==> src/rtl/shifter_seq_if.sv <==
// Handshake and data bundle between a shifter_seq unit and the datapath that drives it.
// The master side issues start/operand/amount/op and observes busy/done/result/carry.
interface shifter_seq_if #(
  parameter int WIDTH = 16,
  parameter int AMT_W = $clog2(WIDTH)
);
  logic             start_i;
  logic [WIDTH-1:0] shift_in_i;
  logic [AMT_W-1:0] shift_amt_i;
  logic [2:0]       shift_op_i;
  logic             busy_o;
  logic             done_o;
  logic [WIDTH-1:0] shift_out_o;
  logic             carry_out_o;

  modport master (
    output start_i, shift_in_i, shift_amt_i, shift_op_i,
    input  busy_o, done_o, shift_out_o, carry_out_o
  );

  modport slave (
    input  start_i, shift_in_i, shift_amt_i, shift_op_i,
    output busy_o, done_o, shift_out_o, carry_out_o
  );
endinterface

==> src/rtl/shifter_seq.sv <==
// Multi-cycle shift/rotate unit: shifts up to STEP bits per clock under a start/done handshake
// and reports the last bit shifted out as carry.
module shifter_seq #(
  parameter int WIDTH = 16,
  parameter int AMT_W = $clog2(WIDTH),
  parameter int STEP  = 1
) (
  input logic        clk,
  input logic        rst_n,
  shifter_seq_if.slave bus
);

  if (STEP < 1 || STEP > WIDTH) begin : g_bad_step
    $error("shifter_seq: STEP must be in 1..WIDTH");
  end
  if (WIDTH < 2) begin : g_bad_width
    $error("shifter_seq: WIDTH must be at least 2");
  end

  localparam int            CW     = AMT_W + 1;
  localparam logic [CW-1:0] STEP_C = CW'(STEP);

  localparam logic [2:0] OP_LSL = 3'b001;
  localparam logic [2:0] OP_LSR = 3'b010;
  localparam logic [2:0] OP_ASR = 3'b011;
  localparam logic [2:0] OP_ROL = 3'b100;
  localparam logic [2:0] OP_ROR = 3'b101;

  typedef enum logic [1:0] {IDLE, SHIFT, DONE} state_t;

  state_t           state_q, state_d;
  logic [WIDTH-1:0] acc_q, acc_d;
  logic             carry_q, carry_d;
  logic [AMT_W-1:0] cnt_q, cnt_d;
  logic [2:0]       op_q, op_d;

  logic               accept;
  logic               opIsShift;
  logic [CW-1:0]      cntExt;
  logic [CW-1:0]      stepAmt;
  logic [WIDTH:0]     lslWide, lsrWide, asrWide;
  logic [2*WIDTH-1:0] rolWide, rorWide;
  logic [WIDTH-1:0]   shifted;
  logic               shiftCarry;

  // Each shift is done one bit wider than the operand so the extra bit catches the
  // last bit pushed out; rotates use a doubled operand so the wrap falls out naturally.
  always_comb begin
    cntExt     = {1'b0, cnt_q};
    stepAmt    = (cntExt < STEP_C) ? cntExt : STEP_C;
    lslWide    = {1'b0, acc_q} << stepAmt;
    lsrWide    = {acc_q, 1'b0} >> stepAmt;
    asrWide    = $signed({acc_q, 1'b0}) >>> stepAmt;
    rolWide    = {acc_q, acc_q} << stepAmt;
    rorWide    = {acc_q, acc_q} >> stepAmt;
    shifted    = acc_q;
    shiftCarry = carry_q;
    case (op_q)
      OP_LSL: begin
        shifted    = lslWide[WIDTH-1:0];
        shiftCarry = lslWide[WIDTH];
      end
      OP_LSR: begin
        shifted    = lsrWide[WIDTH:1];
        shiftCarry = lsrWide[0];
      end
      OP_ASR: begin
        shifted    = asrWide[WIDTH:1];
        shiftCarry = asrWide[0];
      end
      OP_ROL: begin
        shifted    = rolWide[2*WIDTH-1:WIDTH];
        shiftCarry = rolWide[WIDTH];
      end
      OP_ROR: begin
        shifted    = rorWide[WIDTH-1:0];
        shiftCarry = rorWide[WIDTH-1];
      end
      default: begin
        shifted    = acc_q;
        shiftCarry = carry_q;
      end
    endcase
  end

  always_comb begin
    state_d   = state_q;
    acc_d     = acc_q;
    carry_d   = carry_q;
    cnt_d     = cnt_q;
    op_d      = op_q;
    accept    = bus.start_i && (state_q != SHIFT);
    opIsShift = (bus.shift_op_i != 3'b000) && (bus.shift_op_i[2:1] != 2'b11);
    case (state_q)
      IDLE, DONE: begin
        if (accept) begin
          acc_d   = bus.shift_in_i;
          op_d    = bus.shift_op_i;
          carry_d = 1'b0;
          cnt_d   = opIsShift ? bus.shift_amt_i : '0;
          state_d = (cnt_d == '0) ? DONE : SHIFT;
        end else if (state_q == DONE) begin
          state_d = IDLE;
        end
      end
      SHIFT: begin
        acc_d   = shifted;
        carry_d = shiftCarry;
        cnt_d   = cnt_q - stepAmt[AMT_W-1:0];
        state_d = (cnt_d == '0) ? DONE : SHIFT;
      end
      default: state_d = IDLE;
    endcase
  end

  always_ff @(posedge clk or negedge rst_n) begin
    if (!rst_n) begin
      state_q <= IDLE;
      acc_q   <= '0;
      carry_q <= 1'b0;
      cnt_q   <= '0;
      op_q    <= '0;
    end else begin
      state_q <= state_d;
      acc_q   <= acc_d;
      carry_q <= carry_d;
      cnt_q   <= cnt_d;
      op_q    <= op_d;
    end
  end

  assign bus.busy_o      = (state_q == SHIFT);
  assign bus.done_o      = (state_q == DONE);
  assign bus.shift_out_o = acc_q;
  assign bus.carry_out_o = carry_q;

endmodule

==> src/flat_wrapper.sv <==
// flat-port wrapper written by rule: the top's interface ports become plain ports
module shifter_seq_flat 
#(
  parameter int WIDTH = 16,
  parameter int AMT_W = $clog2(WIDTH),
  parameter int STEP  = 1
)
  (clk, rst_n, bus_start_i, bus_shift_in_i, bus_shift_amt_i, bus_shift_op_i, bus_busy_o, bus_done_o, bus_shift_out_o, bus_carry_out_o);
  shifter_seq_if #(.WIDTH(WIDTH), .AMT_W(AMT_W)) bus_i ();
  input logic clk;
  input logic rst_n;
  input wire logic [$bits(bus_i.start_i)-1:0] bus_start_i;
  input wire logic [$bits(bus_i.shift_in_i)-1:0] bus_shift_in_i;
  input wire logic [$bits(bus_i.shift_amt_i)-1:0] bus_shift_amt_i;
  input wire logic [$bits(bus_i.shift_op_i)-1:0] bus_shift_op_i;
  output wire logic [$bits(bus_i.busy_o)-1:0] bus_busy_o;
  output wire logic [$bits(bus_i.done_o)-1:0] bus_done_o;
  output wire logic [$bits(bus_i.shift_out_o)-1:0] bus_shift_out_o;
  output wire logic [$bits(bus_i.carry_out_o)-1:0] bus_carry_out_o;
  assign bus_i.start_i = bus_start_i;
  assign bus_i.shift_in_i = bus_shift_in_i;
  assign bus_i.shift_amt_i = bus_shift_amt_i;
  assign bus_i.shift_op_i = bus_shift_op_i;
  assign bus_busy_o = bus_i.busy_o;
  assign bus_done_o = bus_i.done_o;
  assign bus_shift_out_o = bus_i.shift_out_o;
  assign bus_carry_out_o = bus_i.carry_out_o;
  shifter_seq #(.WIDTH(WIDTH), .AMT_W(AMT_W), .STEP(STEP)) u_core (.clk(clk), .rst_n(rst_n), .bus(bus_i));
endmodule
==> config.mk <==
export PLATFORM = sky130hd
export DESIGN_NAME = shifter_seq_flat
export DESIGN_NICKNAME = d
export VERILOG_FILES = /design/src/rtl/shifter_seq_if.sv /design/src/rtl/shifter_seq.sv /design/src/flat_wrapper.sv
export SDC_FILE = /design/constraint.sdc
export NUM_CORES = 1
export LEC_CHECK = 0
export CORE_MARGIN = 4
export CORE_UTILIZATION = 53
export DETAILED_ROUTE_END_ITERATION = 16
export PLACE_DENSITY_LB_ADDON = 0.15
export SETUP_SLACK_MARGIN = 0.02
export SLEW_MARGIN = 40
export SYNTH_ARGS = -nofsm -noshare
export SYNTH_HDL_FRONTEND = slang
export SYNTH_SLANG_ARGS = --single-unit
export TNS_END_PERCENT = 30
==> constraint.sdc <==
create_clock -name clk -period 5.33 [get_ports clk]
set_input_delay 1.066 -clock clk [delete_from_list [all_inputs] [get_ports clk]]
set_output_delay 1.066 -clock clk [all_outputs]
set_load 0.05 [all_outputs]
# Word-level counts from Yosys, hierarchy flattened
# Cells that the tools add are included.
[totals]
regBits = 26
inputBits = 26
out_inout_bits = 19
word_cells = 50
[classes]
addsub = 1
order_cmp = 1
n_eq_ne = 12
n_shift = 5
mux = 15
reduce_logical = 11
[op_table]
columns = ["cell", "count"]
rows = [
  ["one-hot mux 16 bit (5 select lines)", 1],
  ["one-hot mux 16 bit (2 select lines)", 1],
  ["<< shifter 32 x 5 -> 32 bit", 1],
  [">> shifter 32 x 5 -> 16 bit", 1],
  ["<< shifter 16 x 5 -> 17 bit", 1],
  [">> shifter 17 x 5 -> 17 bit", 1],
  [">>> shifter 17 x 5 -> 17 bit", 1],
  ["2-to-1 mux 16 bit", 1],
  ["2-to-1 mux 4 bit", 3],
  ["zero test 4 bit", 2],
  ["2-to-1 mux 2 bit", 4],
  ["one-hot mux 4 bit (2 select lines)", 1],
  ["== test 3 x 2 -> 1 bit, second input constant", 2],
  ["== test 3 bit, second input constant", 2],
  ["!= test 6 x 1 -> 1 bit, second input constant", 1],
  ["one-hot mux 1 bit (5 select lines)", 1],
  ["< comparator 4 x 1 -> 1 bit, second input constant", 1],
  ["!= test 2 x 1 -> 1 bit, second input constant", 2],
  ["one-hot mux 2 bit (2 select lines)", 1],
  ["AND reduction 2 bit", 2],
  ["subtractor 4 bit", 1],
  ["== test 3 x 1 -> 1 bit, second input constant", 1],
  ["!= test 3 x 2 -> 1 bit, second input constant", 1],
  ["AND reduction 3 bit", 1],
  ["10 further kinds", 11],
]

# Logic depth before layout (Yosys ltp)
[depth]
word_depth = 7
depth_mapped = 7
ltp_nobuf = 7

# Worst setup path before layout
# Ideal clock, no wire load.
[synth_timing]
path_kind = "input port to flip-flop"
startpoint = "input bus_start_i"
endpoint = "register u_core.acc_q[8], in the netlist u_core.bus.shift_out_o[8]"
setup_time_ns = 0.080
arrival_time_ns = 2.098
required_time_ns = 5.250
setup_slack_ns = 3.152
stages = 6
path_buffers = 2
cell_sequence = "nor2b_1 clkbuf_1 a31oi_4 a21oi_4 buf_4 a2bb2oi_1"
[synth_via]
elab_chain_cells = 3
[synth_rtl]
columns = ["element", "line", "source"]
rows = [
  ["start: declaration", "flat_wrapper.sv:12", "input wire logic [$bits(bus_i.start_i)-1:0] bus_start_i;"],
  ["logical AND 1 bit", "shifter_seq.sv:92", "accept = bus.start_i && (state_q != SHIFT);"],
  ["!= test 2 x 1 -> 1 bit (no line)", "--", ""],
  ["AND reduction 3 bit (no line)", "--", ""],
  ["end signal: assignment", "shifter_seq.sv:119", "acc_q <= '0;"],
  ["end signal: assignment", "shifter_seq.sv:125", "acc_q <= acc_d;"],
  ["end: declaration", "shifter_seq.sv:32", "logic [WIDTH-1:0] acc_q, acc_d;"],
]
# Every way passes these cells.
# A chain may end at the register's enable or synchronous reset.

# Final worst setup path
[layout_timing]
startpoint = "register u_core.state_q[0]"
endpoint = "output bus_busy_o"
[layout_via]
elab_chain_cells = 1
[layout_rtl]
columns = ["element", "line", "source"]
rows = [
  ["start: declaration", "shifter_seq.sv:31", "state_t state_q, state_d;"],
  ["start signal: assignment", "shifter_seq.sv:124", "state_q <= state_d;"],
  ["== test 2 x 1 -> 1 bit", "shifter_seq.sv:132", "assign bus.busy_o = (state_q == SHIFT);"],
  ["end: declaration", "flat_wrapper.sv:16", "output wire logic [$bits(bus_i.busy_o)-1:0] bus_busy_o;"],
]
# Every way passes these cells.

==> metrics.md <==
| Metric | Value |
|---|---|
| Setup TNS | 0 ps |
| Final hold violation count | 0 |
| FFs w/ async S/R, synth | 100% |
| Final period utilization | 68.4% |
| Pint | 0.000810 W |
| Clk_lat worst skew | 330 ps |
| Syn avg cell area | roughly 9.6 sq um |
| Post-synth top area share | 36.4% |
| Initial antenna violation count | 0 |
| Top cells by instance count after synthesis | dfrtp_1 (26), a21oi_1 (15), nand2b_1 (14), o211ai_1 (14), or3_1 (14) |
| Bufs on Longest Clock Path | 2 |
| Port bufs | 44 |
| Comb pwr share | 68.9% |
| Share of power burned in registers | 25.0% |
| GPL Wtd Cong | 0.883 |
| DRT Wirelength | 4490 microns |
| Final clock skew | 2.41 ps |
| Area delta synth->final | 26.2% |
| Vias in the first global route | 1,721 |
| CTS Root Cell | clkbuf_4 |
| Sw Ratio | 52.1% |
| H-tree depth | 1 |
| Synth area leader | dfrtp_1 |
| Mapped Area | 0.00179 sq mm |
| Max-slew headroom | about half |
| Clock Pin Slew Worst Setup and Hold Paths | between 100 and 150 ps |
| Placeable Area | roughly 0.0031 sq mm |
| VDD IR max | 0.338 mV |
| Fraction of layout instances using a drive strength above 1 | around 11% |
| Die Span Y | roughly 66 microns |
| CTS buffer count | 3 |
| Starting Density | 57.1% |
| Filler cells | ~250 |
| Chip width | about 66 microns |
| Simple-gate area share of the yosys netlist | 23.2% |
| CP required | 4260 ps |
| Flops & latches, synth | 26 |
| Vias per inst | 6.29 |
| Synth Flop Type | dfrtp_1 |
| DRC errors left | 0 |
| Seq/Total Area, Yosys | 36.4% |
| Cells resized by post-CTS repair | 0 |
| Unrepaired setup endpoints after global routing | no |
| Synth unique cells | between 40 and 50 |
| Mux share of post-synthesis cell area | 0% |
| Switching Power | around 0.0009 W |
| # hold bufs at CTS | 0 |
| Met3 WL post-DR | 240 microns |
| Die area | 0.00436 sq mm |
| IO Count | between 40 and 50 |
| Clock sink count | 26 |
| Clk pwr share | 6.1% |
| Detail Placement HPWL | 3100 microns |
| CTS tree | done |
| Total global routing track utilization | 22.7% |
| N_diodes | 0 |
| Final Max Tran Viols | 0 |
| Via count | around 1,700 |
| Max layer used | met4 |
| Metal2 WL | 2220 microns |
| DRT iter0 DRCs | 98 |
| Number of setup buffers added after CTS | 0 |
| Post-synth EDFFs | 0 |
| Leakage | 0.832 nW |
| WP data arrival | 2580 ps |
| Largest family of logic cells by synthesized area | compound AO/OA/AOI/OAI gates |
| Ranking of synthesized cells by area | dfrtp_1 (36%), a2bb2oi_2 (7.6%), o211ai_1 (5.9%) |
| M1 WL | 1950 microns |
| Critical path class | reg -> out |
| Largest net degree at the start of global routing | 27 |
| Final ANT Viol Nets | 0 |
| Complex-gate fraction of the synthesized area | 34.4% |
| Global route total overflow | 0 |
| WL per Instance | about 17 microns |
| Run status | finished clean |
| Critical Path Source Type | register |
| Min-Delay Path Class | reg -> reg |
| Post-Synthesis Cells | between 150 and 200 |
| Critical Path End Type | primary output |
| Adder-Cell Fraction of Synth Area | 0.700% |
| Synth warn | 0 |
| Nets | 250 |
| Minimum clock period | 3650 ps |
| Mapped Nets | between 200 and 250 |
| DRT Pass-1 Iters | 4 |
| Tightest Pin Transition | 751 ps |
| Fmax | around 270 MHz |
| First-pass GRT wire length | 7780 microns |
| Post-Synth XOR/XNOR Area | less than 1% |
| Final setup viols | 0 |
| Worst Path Max Fanout | 18 |
| Count leader, synth | dfrtp_1 |
| Rows | 20 |
| Max-cap violations | 0 |
| Power Total | approximately 0.0017 W |
| Power density cells | roughly 750 mW/mm^2 |
cell usage in the layout, fill, tap and decap left out, types with 2 or more instances in the layout:
master,count
a32o_1,3
a31oi_1,5
or2b_1,2
clkdlybuf4s50_1,44
nand2_1,13
and3b_1,2
nor2b_1,3
a21oi_1,15
nor3_1,3
dfrtp_1,26
or3_1,14
o211ai_1,14
nand3b_1,2
nand2b_1,14
o21ai_0,7
nor2_1,5
and2_1,2
a2bb2oi_2,9
o22a_1,3
a2bb2oi_1,4
clkbuf_4,3
a221o_1,2
flip-flops by register name (all words and copies together) (netlist names):
register / flops
u_core.bus.carry_out_o: 1
u_core.bus.shift_out_o: 16
u_core.cnt_q: 4
u_core.op_q: 3
u_core.state_q: 2
routing by layer:
layer | global-route usage, % | vias to the layer above
li1 | - | 786
met1 | 27.1 | 830
met2 | 40.2 | 50
met3 | 3.74 | 8
met4 | 9.14 | 0
met5 | 0 | -
path summary, 6_finish.rpt:
kind / start / end / slack [ps] / cells after the start
min in group asynchronous: rst_n / u_core.bus.shift_out_o[7] / 1090 / 2
setup reg to reg: u_core.state_q[0] / u_core.bus.shift_out_o[15] / 2660 / 5
max in group asynchronous: rst_n / u_core.bus.shift_out_o[12] / 3990 / 2
hold reg to reg: u_core.bus.carry_out_o / u_core.bus.carry_out_o / 580 / 2
setup / recovery: u_core.state_q[0] / bus_busy_o / 1680 / 3
hold / removal: u_core.bus.carry_out_o / u_core.bus.carry_out_o / 580 / 2
per-stage QoR:
step,instance area [sq um],instances,worst slack (ps),hold slack [ps],util (%)
floorplan,1790,186,3150,576,-
global placement,2210,262,2140,557,70.8
global route,2250,266,1510,615,72.1
finish,2250,266,1680,583,72.1
detailed placement,2220,262,2070,567,70.8
CTS,2250,266,1670,591,72.0
final cells by class:
cell class                 instances  area, sq um  share of cell area [%]
clock buffer                       4         36.3                    1.61
inverter                           2         8.76                   0.388
multi-input combinational        145         1060                    46.8
sequential                        26          651                    28.9
tap                               44         55.1                    2.44
timing repair buffer              45          448                    19.9
power by group through the flow:
| stage | sequential (W) | combinational [W] | clock (W) |
|---|---|---|---|
| 2_1_floorplan | 0.000556 | 0.000779 | 0 |
| 3_3_place_gp | 0.000418 | 0.00112 | 0 |
| 3_5_place_dp | 0.000425 | 0.00116 | 0 |
| 4_1_cts | 0.000421 | 0.00116 | 0.000107 |
| 5_1_grt | 0.000443 | 0.00126 | 0.000116 |
| 6_report | 0.000423 | 0.00117 | 0.000104 |
critical path: stages, from the launching register on:
cell	delay [ps]
dfrtp_1	430
nand2b_1	550
clkinv_2	450
clkdlybuf4s50_1	810
kinds of logic (layout without fill, tap and decap cells):
logic type,after synthesis,after routing
simple gates,69,69
buf+inv,15,51
xor+xnor,1,1
compound gates,74,74
fa+ha+maj,1,1
flops,26,26
No activity file was read; power rests on OpenSTA's default activity.
